--- config.mk ---
export PLATFORM = sky130hd
export DESIGN_NAME = btn_debounce_multi
export DESIGN_NICKNAME = d
export VERILOG_FILES = /design/src/rtl/btn_debounce_multi.sv
export SDC_FILE = /design/constraint.sdc
export NUM_CORES = 1
export LEC_CHECK = 0
export ABC_AREA = 1
export ABC_CLOCK_PERIOD_IN_PS = 2800
export BUFFER_PORTS_ARGS = -buffer_cell sky130_fd_sc_hd__clkbuf_2
export CAP_MARGIN = 40
export CORE_MARGIN = 5
export CORE_UTILIZATION = 25
export CTS_CLUSTER_DIAMETER = 30
export DETAILED_ROUTE_END_ITERATION = 10
export PLACE_DENSITY = 0.37
export SLEW_MARGIN = 5
export SYNTH_ARGS = -nofsm -noshare
export SYNTH_HDL_FRONTEND = slang
export SYNTH_SLANG_ARGS = --single-unit
--- constraint.sdc ---
create_clock -name clk_sys -period 2.8 [get_ports clk_sys]
set_input_delay 0.56 -clock clk_sys [delete_from_list [all_inputs] [get_ports clk_sys]]
set_output_delay 0.56 -clock clk_sys [all_outputs]
set_load 0.005 [all_outputs]
--- src/rtl/btn_debounce_multi.sv ---
// Multi-channel button debouncer: shared sample prescaler, press/release/long-press pulses; auto-repeat under BTN_AUTOREPEAT_EN.
// Latency: 2 sync cycles + wait for next tick + (DEPTH-1) ticks to btn_out; event pulses coincide with the new level.
// Backpressure: none, free-running; outputs are level/pulse only.
module btn_debounce_multi #(
  parameter int CHANNELS     = 2,
  parameter int CLK_DIV      = 100000,
  parameter int DEPTH        = 8,
  parameter int LONG_TICKS   = 500,
  parameter int REPEAT_TICKS = 50,
  parameter int ACTIVE_LOW   = 1
) (
  input  logic                clk_sys,
  input  logic                reset,
  input  logic [CHANNELS-1:0] btn_in,
  output logic [CHANNELS-1:0] btn_out,
  output logic [CHANNELS-1:0] press,
  output logic [CHANNELS-1:0] release_pulse,
  output logic [CHANNELS-1:0] long_press,
  output logic [CHANNELS-1:0] repeat_pulse,
  output logic                tick
);

  localparam int CW = $clog2(CLK_DIV);
  localparam int HW = $clog2(LONG_TICKS + 1);
  localparam logic          AL       = (ACTIVE_LOW != 0);
  localparam logic [CW-1:0] DIV_LAST = CW'(CLK_DIV - 1);
  localparam logic [HW-1:0] HOLD_MAX = HW'(LONG_TICKS);

  logic [CHANNELS-1:0]             sync1_q, sync1_d, sync2_q, sync2_d;
  logic [CHANNELS-1:0]             samp;
  logic [CW-1:0]                   div_q, div_d;
  logic                            tick_w;
  // Only DEPTH-1 past samples are stored; the current sample completes the window.
  logic [CHANNELS-1:0][DEPTH-2:0]  hist_q, hist_d;
  logic [CHANNELS-1:0]             btn_q, btn_d;
  logic [CHANNELS-1:0]             press_q, press_d;
  logic [CHANNELS-1:0]             rel_q, rel_d;
  logic [CHANNELS-1:0]             long_q, long_d;
  logic [CHANNELS-1:0][HW-1:0]     hold_q, hold_d;

  always_comb begin
    logic [DEPTH-1:0] sh_n;
    logic [HW-1:0]    hold_inc;
    sh_n     = '0;
    hold_inc = '0;
    sync1_d  = btn_in;
    sync2_d  = sync1_q;
    samp     = sync2_q ^ {CHANNELS{AL}};
    tick_w   = (div_q == DIV_LAST);
    div_d    = tick_w ? '0 : div_q + 1'b1;
    hist_d   = hist_q;
    btn_d    = btn_q;
    hold_d   = hold_q;
    long_d   = '0;
    for (int i = 0; i < CHANNELS; i++) begin
      sh_n = {hist_q[i], samp[i]};
      if (tick_w) begin
        hist_d[i] = sh_n[DEPTH-2:0];
        if (&sh_n) begin
          btn_d[i] = 1'b1;
        end else if (~|sh_n) begin
          btn_d[i] = 1'b0;
        end
      end
      // Hold time counts from the registered level, so the rising tick is excluded.
      hold_inc = hold_q[i] + 1'b1;
      if (!btn_q[i]) begin
        hold_d[i] = '0;
      end else if (tick_w && (hold_q[i] != HOLD_MAX)) begin
        hold_d[i] = hold_inc;
        long_d[i] = (hold_inc == HOLD_MAX);
      end
    end
    press_d = btn_d & ~btn_q;
    rel_d   = ~btn_d & btn_q;
  end

  always_ff @(posedge clk_sys) begin
    if (reset) begin
      sync1_q <= {CHANNELS{AL}};
      sync2_q <= {CHANNELS{AL}};
      div_q   <= '0;
      hist_q  <= '0;
      btn_q   <= '0;
      press_q <= '0;
      rel_q   <= '0;
      long_q  <= '0;
      hold_q  <= '0;
    end else begin
      sync1_q <= sync1_d;
      sync2_q <= sync2_d;
      div_q   <= div_d;
      hist_q  <= hist_d;
      btn_q   <= btn_d;
      press_q <= press_d;
      rel_q   <= rel_d;
      long_q  <= long_d;
      hold_q  <= hold_d;
    end
  end

`ifdef BTN_AUTOREPEAT_EN
  localparam int RW = $clog2(REPEAT_TICKS + 1);
  localparam logic [RW-1:0] RPT_LAST = RW'(REPEAT_TICKS - 1);

  logic [CHANNELS-1:0][RW-1:0] rpt_q, rpt_d;
  logic [CHANNELS-1:0]         rep_q, rep_d;

  always_comb begin
    rpt_d = rpt_q;
    rep_d = '0;
    for (int i = 0; i < CHANNELS; i++) begin
      // Armed only once the hold counter has saturated and the long pulse is past.
      if (!btn_d[i] || long_q[i]) begin
        rpt_d[i] = '0;
      end else if (tick_w && (hold_q[i] == HOLD_MAX)) begin
        if (rpt_q[i] == RPT_LAST) begin
          rpt_d[i] = '0;
          rep_d[i] = 1'b1;
        end else begin
          rpt_d[i] = rpt_q[i] + 1'b1;
        end
      end
    end
  end

  always_ff @(posedge clk_sys) begin
    if (reset) begin
      rpt_q <= '0;
      rep_q <= '0;
    end else begin
      rpt_q <= rpt_d;
      rep_q <= rep_d;
    end
  end

  assign repeat_pulse = rep_q;
`else
  logic unused_repeat_cfg;
  assign unused_repeat_cfg = (REPEAT_TICKS > 0);
  assign repeat_pulse      = '0;
`endif

  assign btn_out       = btn_q;
  assign press         = press_q;
  assign release_pulse = rel_q;
  assign long_press    = long_q;
  assign tick          = tick_w;

endmodule
Yosys cells after proc, flatten, opt, wreduce, memory -nomap -nowiden
Cells that the tools add are included.
- register bits: 61
- add/subtract/negate cells: 3
- equality and inequality tests: 5
- mux-type cells: 6
- bitwise logic cells: 9
- reductions and logical operators: 11
- operators with widths (kind ; number):
    $add A9 B1 Y9 const B ; 2
    $eq A9 B9 Y1 const B ; 2
    $ne A9 B9 Y1 const B ; 2
    $add A17 B1 Y17 const B ; 1
    $eq A17 B17 Y1 const B ; 1
    $reduce_and A8 Y1 ; 2
    $reduce_or A8 Y1 ; 2
    $mux W1 ; 6
    $not A2 Y2 ; 3
    $reduce_or A2 Y1 ; 3
    $reduce_or A3 Y1 ; 2
    $and A2 B2 Y2 ; 2
    $not A1 Y1 ; 4
    $logic_and A1 B1 Y1 ; 2

Depth between registers and ports, before layout
Gate-level depths: netlist of run 1.
- word-level depth: 7
- gate-level depth with buffers: 10

Worst setup path after synthesis of run 1
OpenSTA, ideal clock, no wires.
- path kind: reg2out
- from: register div_q[0]
- to: output port tick
- arrival: 1162 ps
- data required time: 2240 ps
- slack: 1078 ps
- stages on the path, launching flop included: 7
- path through: dfxtp_1 ha_1 nand2_2 nor2_4 nand3_2 nor2_8 buf_6
- longest elaborated chain between the ends: 1
- ends and longest elaborated chain (item ; line ; text):
    from (decl) ; 31 ; logic [CW-1:0] div_q, div_d;
    from (signal assigned) ; 92 ; div_q <= div_d;
    $eq A17 B17 Y1 ; 49 ; tick_w = (div_q == DIV_LAST);
    to (decl) ; 20 ; output logic tick
No other way between the ends.

Worst setup path in the final report of run 1
Ends and elaborated chain as after synthesis.

==> results of run 1 <==
-- Yosys cell counts (2+ instances only) --
cell type | number | share of area
nand3_2 | 2 | 0.0064
o21ai_0 | 6 | 0.0096
nor3_1 | 7 | 0.011
buf_4 | 2 | 0.0048
or2_2 | 7 | 0.014
ha_1 | 7 | 0.028
nand2_1 | 111 | 0.13
buf_2 | 3 | 0.0048
buf_6 | 4 | 0.014
nor2_2 | 4 | 0.0080
clkbuf_1 | 2 | 0.0024
inv_2 | 7 | 0.0084
inv_1 | 51 | 0.061
nand3_1 | 24 | 0.038
nand2_2 | 3 | 0.0060
xor2_1 | 10 | 0.028
nor2_1 | 105 | 0.13
dfxtp_1 | 61 | 0.39
a21oi_1 | 9 | 0.014
nor2_4 | 4 | 0.014
nand3b_1 | 3 | 0.0072
o21ai_1 | 13 | 0.021
nand4_1 | 12 | 0.024
-- critical path, stage by stage, from the launching register on --
cell and delay, ns:
dfxtp_1 0.35, ha_1 0.19, nand2_2 0.09, nor2_4 0.13, nand3_2 0.14, nor2_8 0.25
clkbuf_2 0.17
-- path summary, 6_finish.rpt --
check | from | end | depth (start not counted)
setup reg to reg | div_q[0]$_SDFF_PP0_ | hist_q[8]$_SDFFE_PP0N_ | 9
hold / removal | btn_in[0] | sync1_q[0]$_SDFF_PP1_ | 2
hold reg to reg | sync1_q[1]$_SDFF_PP1_ | sync2_q[1]$_SDFF_PP1_ | 1
setup / recovery | div_q[0]$_SDFF_PP0_ | tick | 6
-- routing by layer --
metal  vias to the layer above  wire [um]  global-route usage
met1                      1190       3453              0.1341
met4                         0         85             0.02939
met2                        23       3074              0.1606
li1                       1472          -                   -
met3                         5        235             0.04085
met5                         -          0                   0
-- power by group --
part | switching, mW | total [mW] | internal, mW | leakage, nW
clock network | 0.427 | 1.12 | 0.691 | 0.142
registers | 0.00306 | 0.878 | 0.874 | 0.493
logic | 0.0165 | 0.0245 | 0.00799 | 1.01
total | 0.446 | 2.02 | 1.57 | 1.65
-- kinds of logic after synthesis --
kind of cell | Yosys count
buffers and inverters | 70
other | 1
adders and majority gates | 7
DFF | 61
xor gates and xnor gates | 11
AOI/OAI and AO/OA | 28
and+or+nand+nor | 288
-- sequential cells by signal, indices dropped and copies added (netlist names) --
signal and count:
hold_q 18, div_q 17, hist_q 14, btn_out 2, long_press 2, press 2, release_pulse 2, sync1_q 2
sync2_q 2
-- per-stage QoR --
stage	utilization	hold slack [ns]
2_1_floorplan	-	0.3895
5_1_grt	0.2940	0.3985
4_1_cts	0.2940	0.3926
3_3_place_gp	0.2698	0.3916
3_5_place_dp	0.2698	0.3994
6_report	0.2940	0.4082
-- final cells by class --
class | instances | area (um2) | area share
Clock buffer | 9 | 225.2 | 0.06145
Clock inverter | 7 | 76.32 | 0.02083
Inverter | 59 | 222.7 | 0.06077
Multi-Input combinational cell | 336 | 1622 | 0.4425
Sequential cell | 61 | 1221 | 0.3332
Tap cell | 172 | 215.2 | 0.05872
Timing Repair Buffer | 15 | 82.58 | 0.02253
==> results.yml, run 1 <==
route:
  ant_nets: 0
  route.vias.total: 2690
  totalWireLength_um: 6849
  dr.pass1.iters: 4
  vias_per_cell: 4.082
  wire_per_inst_um: 10.39
  drc: 0
  drt_iter0_drc: 141
synthesis:
  synth_xor_area_frac: 0.03064
  synth-simple-area-share: 0.4103
  synth_compound_area_frac: 0.04457
  synth_mux_area_frac: 0
  avgSynthCellArea_um2: 6.747
  synth_cells: 466
  synth_top_family_by_area: "simple AND/OR/NAND/NOR gates"
  yosysWarningCount: 0
  synth_edf_count: 0
  synth_area_um2: 3144
  synth_seq_area_share: 0.3884
  async_reset_ff_frac: 0
  synth_seq_cells: 61
  synth-main-ff-cell: "dfxtp_1"
  synthAdderAreaFrac: 0.02786
  synthDistinctLibCells: 32
place:
  placedCellCount: 643
  gp_congestion: 0.7581
  dpl.hpwl_um: 4974
  postPlaceCellArea_um2: 3363
  io_buffer_count: 12
  pre_cts_ws_ns: 0.9159
critical_path:
  worstSetupPathType: "flip-flop to primary output"
  endpoint_kind: "primary output"
  arrival_ns: 1.64
  reg2reg_setup_slack_ns: 1.00
  critical_path_peak_fanout: 15
  cp-start-kind: "flip-flop"
  cp_data_required_time_ns: 2.24
die:
  die_w_um: 122.1
  die_y_um: 122.1
  io-pin-count: 15
  coreArea_um2: 12470
  die-area_um2: 14920
  fp-row-count: 41
  initial_core_util: 0.2522
global_routing:
  grt_pass1_wl_um: 12120
  grt_remaining_overflow: 0
  grt_pass1_vias: 2547
  antenna_found_initial: 0
  grt_util_all_layers: 0.1037
  grt_max_degree: 17
min_path:
  hold_path.class: "input port to flip-flop"
finish:
  fillers: 1390
  nets: 493
  stdcell_area_um2: 3665
  final_cells: 659
  syn2layout_area_growth_pct: 16.55
  drive_gt1_frac: 0.1294
  diodes: 0
  mostFrequentLayoutCell: "nand2_1"
  final_cell_mix: "nand2_1, nor2_1, dfxtp_1"
clock_tree:
  cts_sinks: 61
  path_clk_slew_ns: 0.06
  post_cts_resize_count: 0
  clk_latency_ns: 0.33
  clk_path_buf_depth: 2
  cts_htree_levels: 3
  tritoncts: "yes"
  cts-root-buf: "clkbuf_16"
  cts_made_buffers: 9
  cts_setup_buffers: 0
  cts.hold.buffers_added: 0
sta:
  slew_violations: 0
  fin_crit_ns: 2.198
  slew_headroom: 0.5657
  finalHoldViolCount: 0
  rsz0062_at_grt: "no"
  fmax_mhz: 454.9
  finalWorstSetupSlack_ns: 0.6017
  worstMarginPinSlew_ns: 0.6465
  fin_crit_sh: 0.7851
  finClkSkew_ns: 0.007784
  tns_ns: 0
  final-setup-viol-count: 0
power:
  irDropWorstVdd_mv: 0.3446
  p_total_mw: 2.020
  power_density_nw_per_um2: 551.1
  p_leak_nw: 1.646
job:
  cap_viol_max_count: 0
run_status:
  outcome: "finished, final reports clean"
(Power assumes the default switching activity.)
==> run 2, diff against run 1 <==
--- a/config.mk
+++ b/config.mk
@@ -6,7 +6,7 @@
 export NUM_CORES = 1
 export LEC_CHECK = 0
 export ABC_AREA = 1
-export ABC_CLOCK_PERIOD_IN_PS = 2800
+export ABC_CLOCK_PERIOD_IN_PS = 2200
 export BUFFER_PORTS_ARGS = -buffer_cell sky130_fd_sc_hd__clkbuf_2
 export CAP_MARGIN = 40
 export CORE_MARGIN = 5
==> constraint.sdc (replaced) <==
create_clock -name clk_sys -period 2.2 [get_ports clk_sys]
set_input_delay 0.44 -clock clk_sys [delete_from_list [all_inputs] [get_ports clk_sys]]
set_output_delay 0.44 -clock clk_sys [all_outputs]
set_load 0.005 [all_outputs]
==> run 2 against run 1 <==
Compared with the run above: clock skew down 0.00082 ns; combinational power up 26%; sequential share of layout area down 0.068 points; final cell count up 0.15%; critical path type unchanged; count of clock-buffer cells in the layout up 1; wire length up 4.2%.
==> results.yml, run 2 (synthesis gave the netlist of run 1 again) <==
critical_path:
  arrival_ns: 1.61
  critical_path_peak_fanout: 11
  slowest_stage: "dfxtp_1"
  critPathBufInv: 1
  cp_data_required_time_ns: 1.76
  path_cells: "ha_1 > nand2_2 > nor2_4 > nand3_2 > nor2_8 > clkbuf_2"
  cpPeakStageDelay_ns: 0.35
  worstSetupPathType: "flip-flop to primary output"
  endpoint_kind: "primary output"
  cp-start-kind: "flip-flop"
  path_delay_family: "simple AND/OR/NAND/NOR gates"
place:
  dpl.hpwl_um: 5239
  pre_cts_ws_ns: 0.4019
  io_buffer_count: 12
  gp_congestion: 0.7135
finish:
  final_cell_mix: "nand2_1, nor2_1, dfxtp_1"
  syn2layout_area_growth_pct: 16.79
  mostFrequentLayoutCell: "nand2_1"
  largest_reg_flops: 18
  drive_gt1_frac: 0.1311
  finish.utilization: 0.2946
  top_regs: "hold_q (18), div_q (17), hist_q (14)"
  top_register: "hold_q"
  nets: 494
  diodes: 0
  fillers: 1346
clock_tree:
  tritoncts: "yes"
  post_cts_resize_count: 0
  cts_setup_buffers: 0
  clk_latency_ns: 0.33
  cts_made_buffers: 9
  cts_sinks: 61
  cts.hold.buffers_added: 0
  path_clk_slew_ns: 0.06
  clk_path_buf_depth: 2
  cts-root-buf: "clkbuf_16"
  cts_htree_levels: 3
route:
  ant_nets: 0
  wire_per_inst_um: 10.82
  drc: 0
  route.vias.total: 2687
  vias_per_cell: 4.071
  dr.pass1.iters: 4
  totalWireLength_um: 7138
  drt_iter0_drc: 105
sta:
  fmax_mhz: 487.9
  tns_ns: 0
  rsz0062_at_grt: "no"
  slew_violations: 0
  finalWorstSetupSlack_ns: 0.1504
  fin_crit_sh: 0.9316
  finClkSkew_ns: 0.006965
  finalHoldViolCount: 0
  fin_crit_ns: 2.050
  final-setup-viol-count: 0
die:
  io-pin-count: 15
  die-area_um2: 14920
  die_w_um: 122.1
  coreArea_um2: 12470
  die_y_um: 122.1
  initial_core_util: 0.2522
  fp-row-count: 41
power:
  p_leak_nw: 1.649
  p_total_mw: 2.577
  power_density_nw_per_um2: 701.8
  irDropWorstVdd_mv: 0.3246
global_routing:
  grt_pass1_wl_um: 12390
  grt_util_all_layers: 0.1064
  antenna_found_initial: 0
  grt_remaining_overflow: 0
  grt_max_degree: 18
  grt_pass1_vias: 2596
run_status:
  outcome: "finished, final reports clean"
min_path:
  hold_path.class: "input port to flip-flop"
job:
  cap_viol_max_count: 0
[run 2: cell types whose count changed in the layout (fill, tap and decap cells not counted), sizes merged]
cell and delta:
clkinvlp +1, clkbuf +1, clkinv -2, buf +1
[run 2: report_power, final]
group          leakage (nW)  switching, mW  total, mW  internal, mW
combinational          1.02         0.0208     0.0309        0.0102
clock                 0.140          0.527       1.43         0.902
sequential            0.493        0.00404       1.12          1.11
total                  1.65          0.552       2.58          2.03
[run 2: area by class of cell]
class	instances	area, um2	share of cell area
multi-input combinational	336	1622	0.4416
sequential	61	1221	0.3325
clock buffer	10	239.0	0.06508
inverter	59	222.7	0.06065
tap	172	215.2	0.05860
timing repair buffer	16	90.09	0.02453
clock inverter	6	62.56	0.01704
[run 2: path summary, 6_finish.rpt]
kind | from | to | slack (ns) | depth (start not counted)
max reg2reg | div_q[0]$_SDFF_PP0_ | hold_q[13]$_SDFFE_PP0P_ | 0.41 | 10
min | btn_in[1] | sync1_q[1]$_SDFF_PP1_ | 0.29 | 2
max | div_q[0]$_SDFF_PP0_ | tick | 0.15 | 6
min reg2reg | sync1_q[1]$_SDFF_PP1_ | sync2_q[1]$_SDFF_PP1_ | 0.41 | 1
[run 2: routing by layer]
layer	vias to the layer above	track usage	part of all wire
li1	1475	-	-
met5	-	0	0
met3	12	0.02089	0.020
met1	1177	0.1389	0.51
met4	0	0.05878	0.026
met2	23	0.1644	0.44
[run 2: per-stage QoR]
step / std cells / hold WS, ns / cell area [um2]
3_5_place_dp: 644 / 0.3992 / 3371
2_1_floorplan: 467 / 0.3895 / 3148
4_1_cts: 660 / 0.2748 / 3672
5_1_grt: 660 / 0.2902 / 3672
6_report: 660 / 0.2875 / 3672
3_3_place_gp: 644 / 0.3954 / 3371
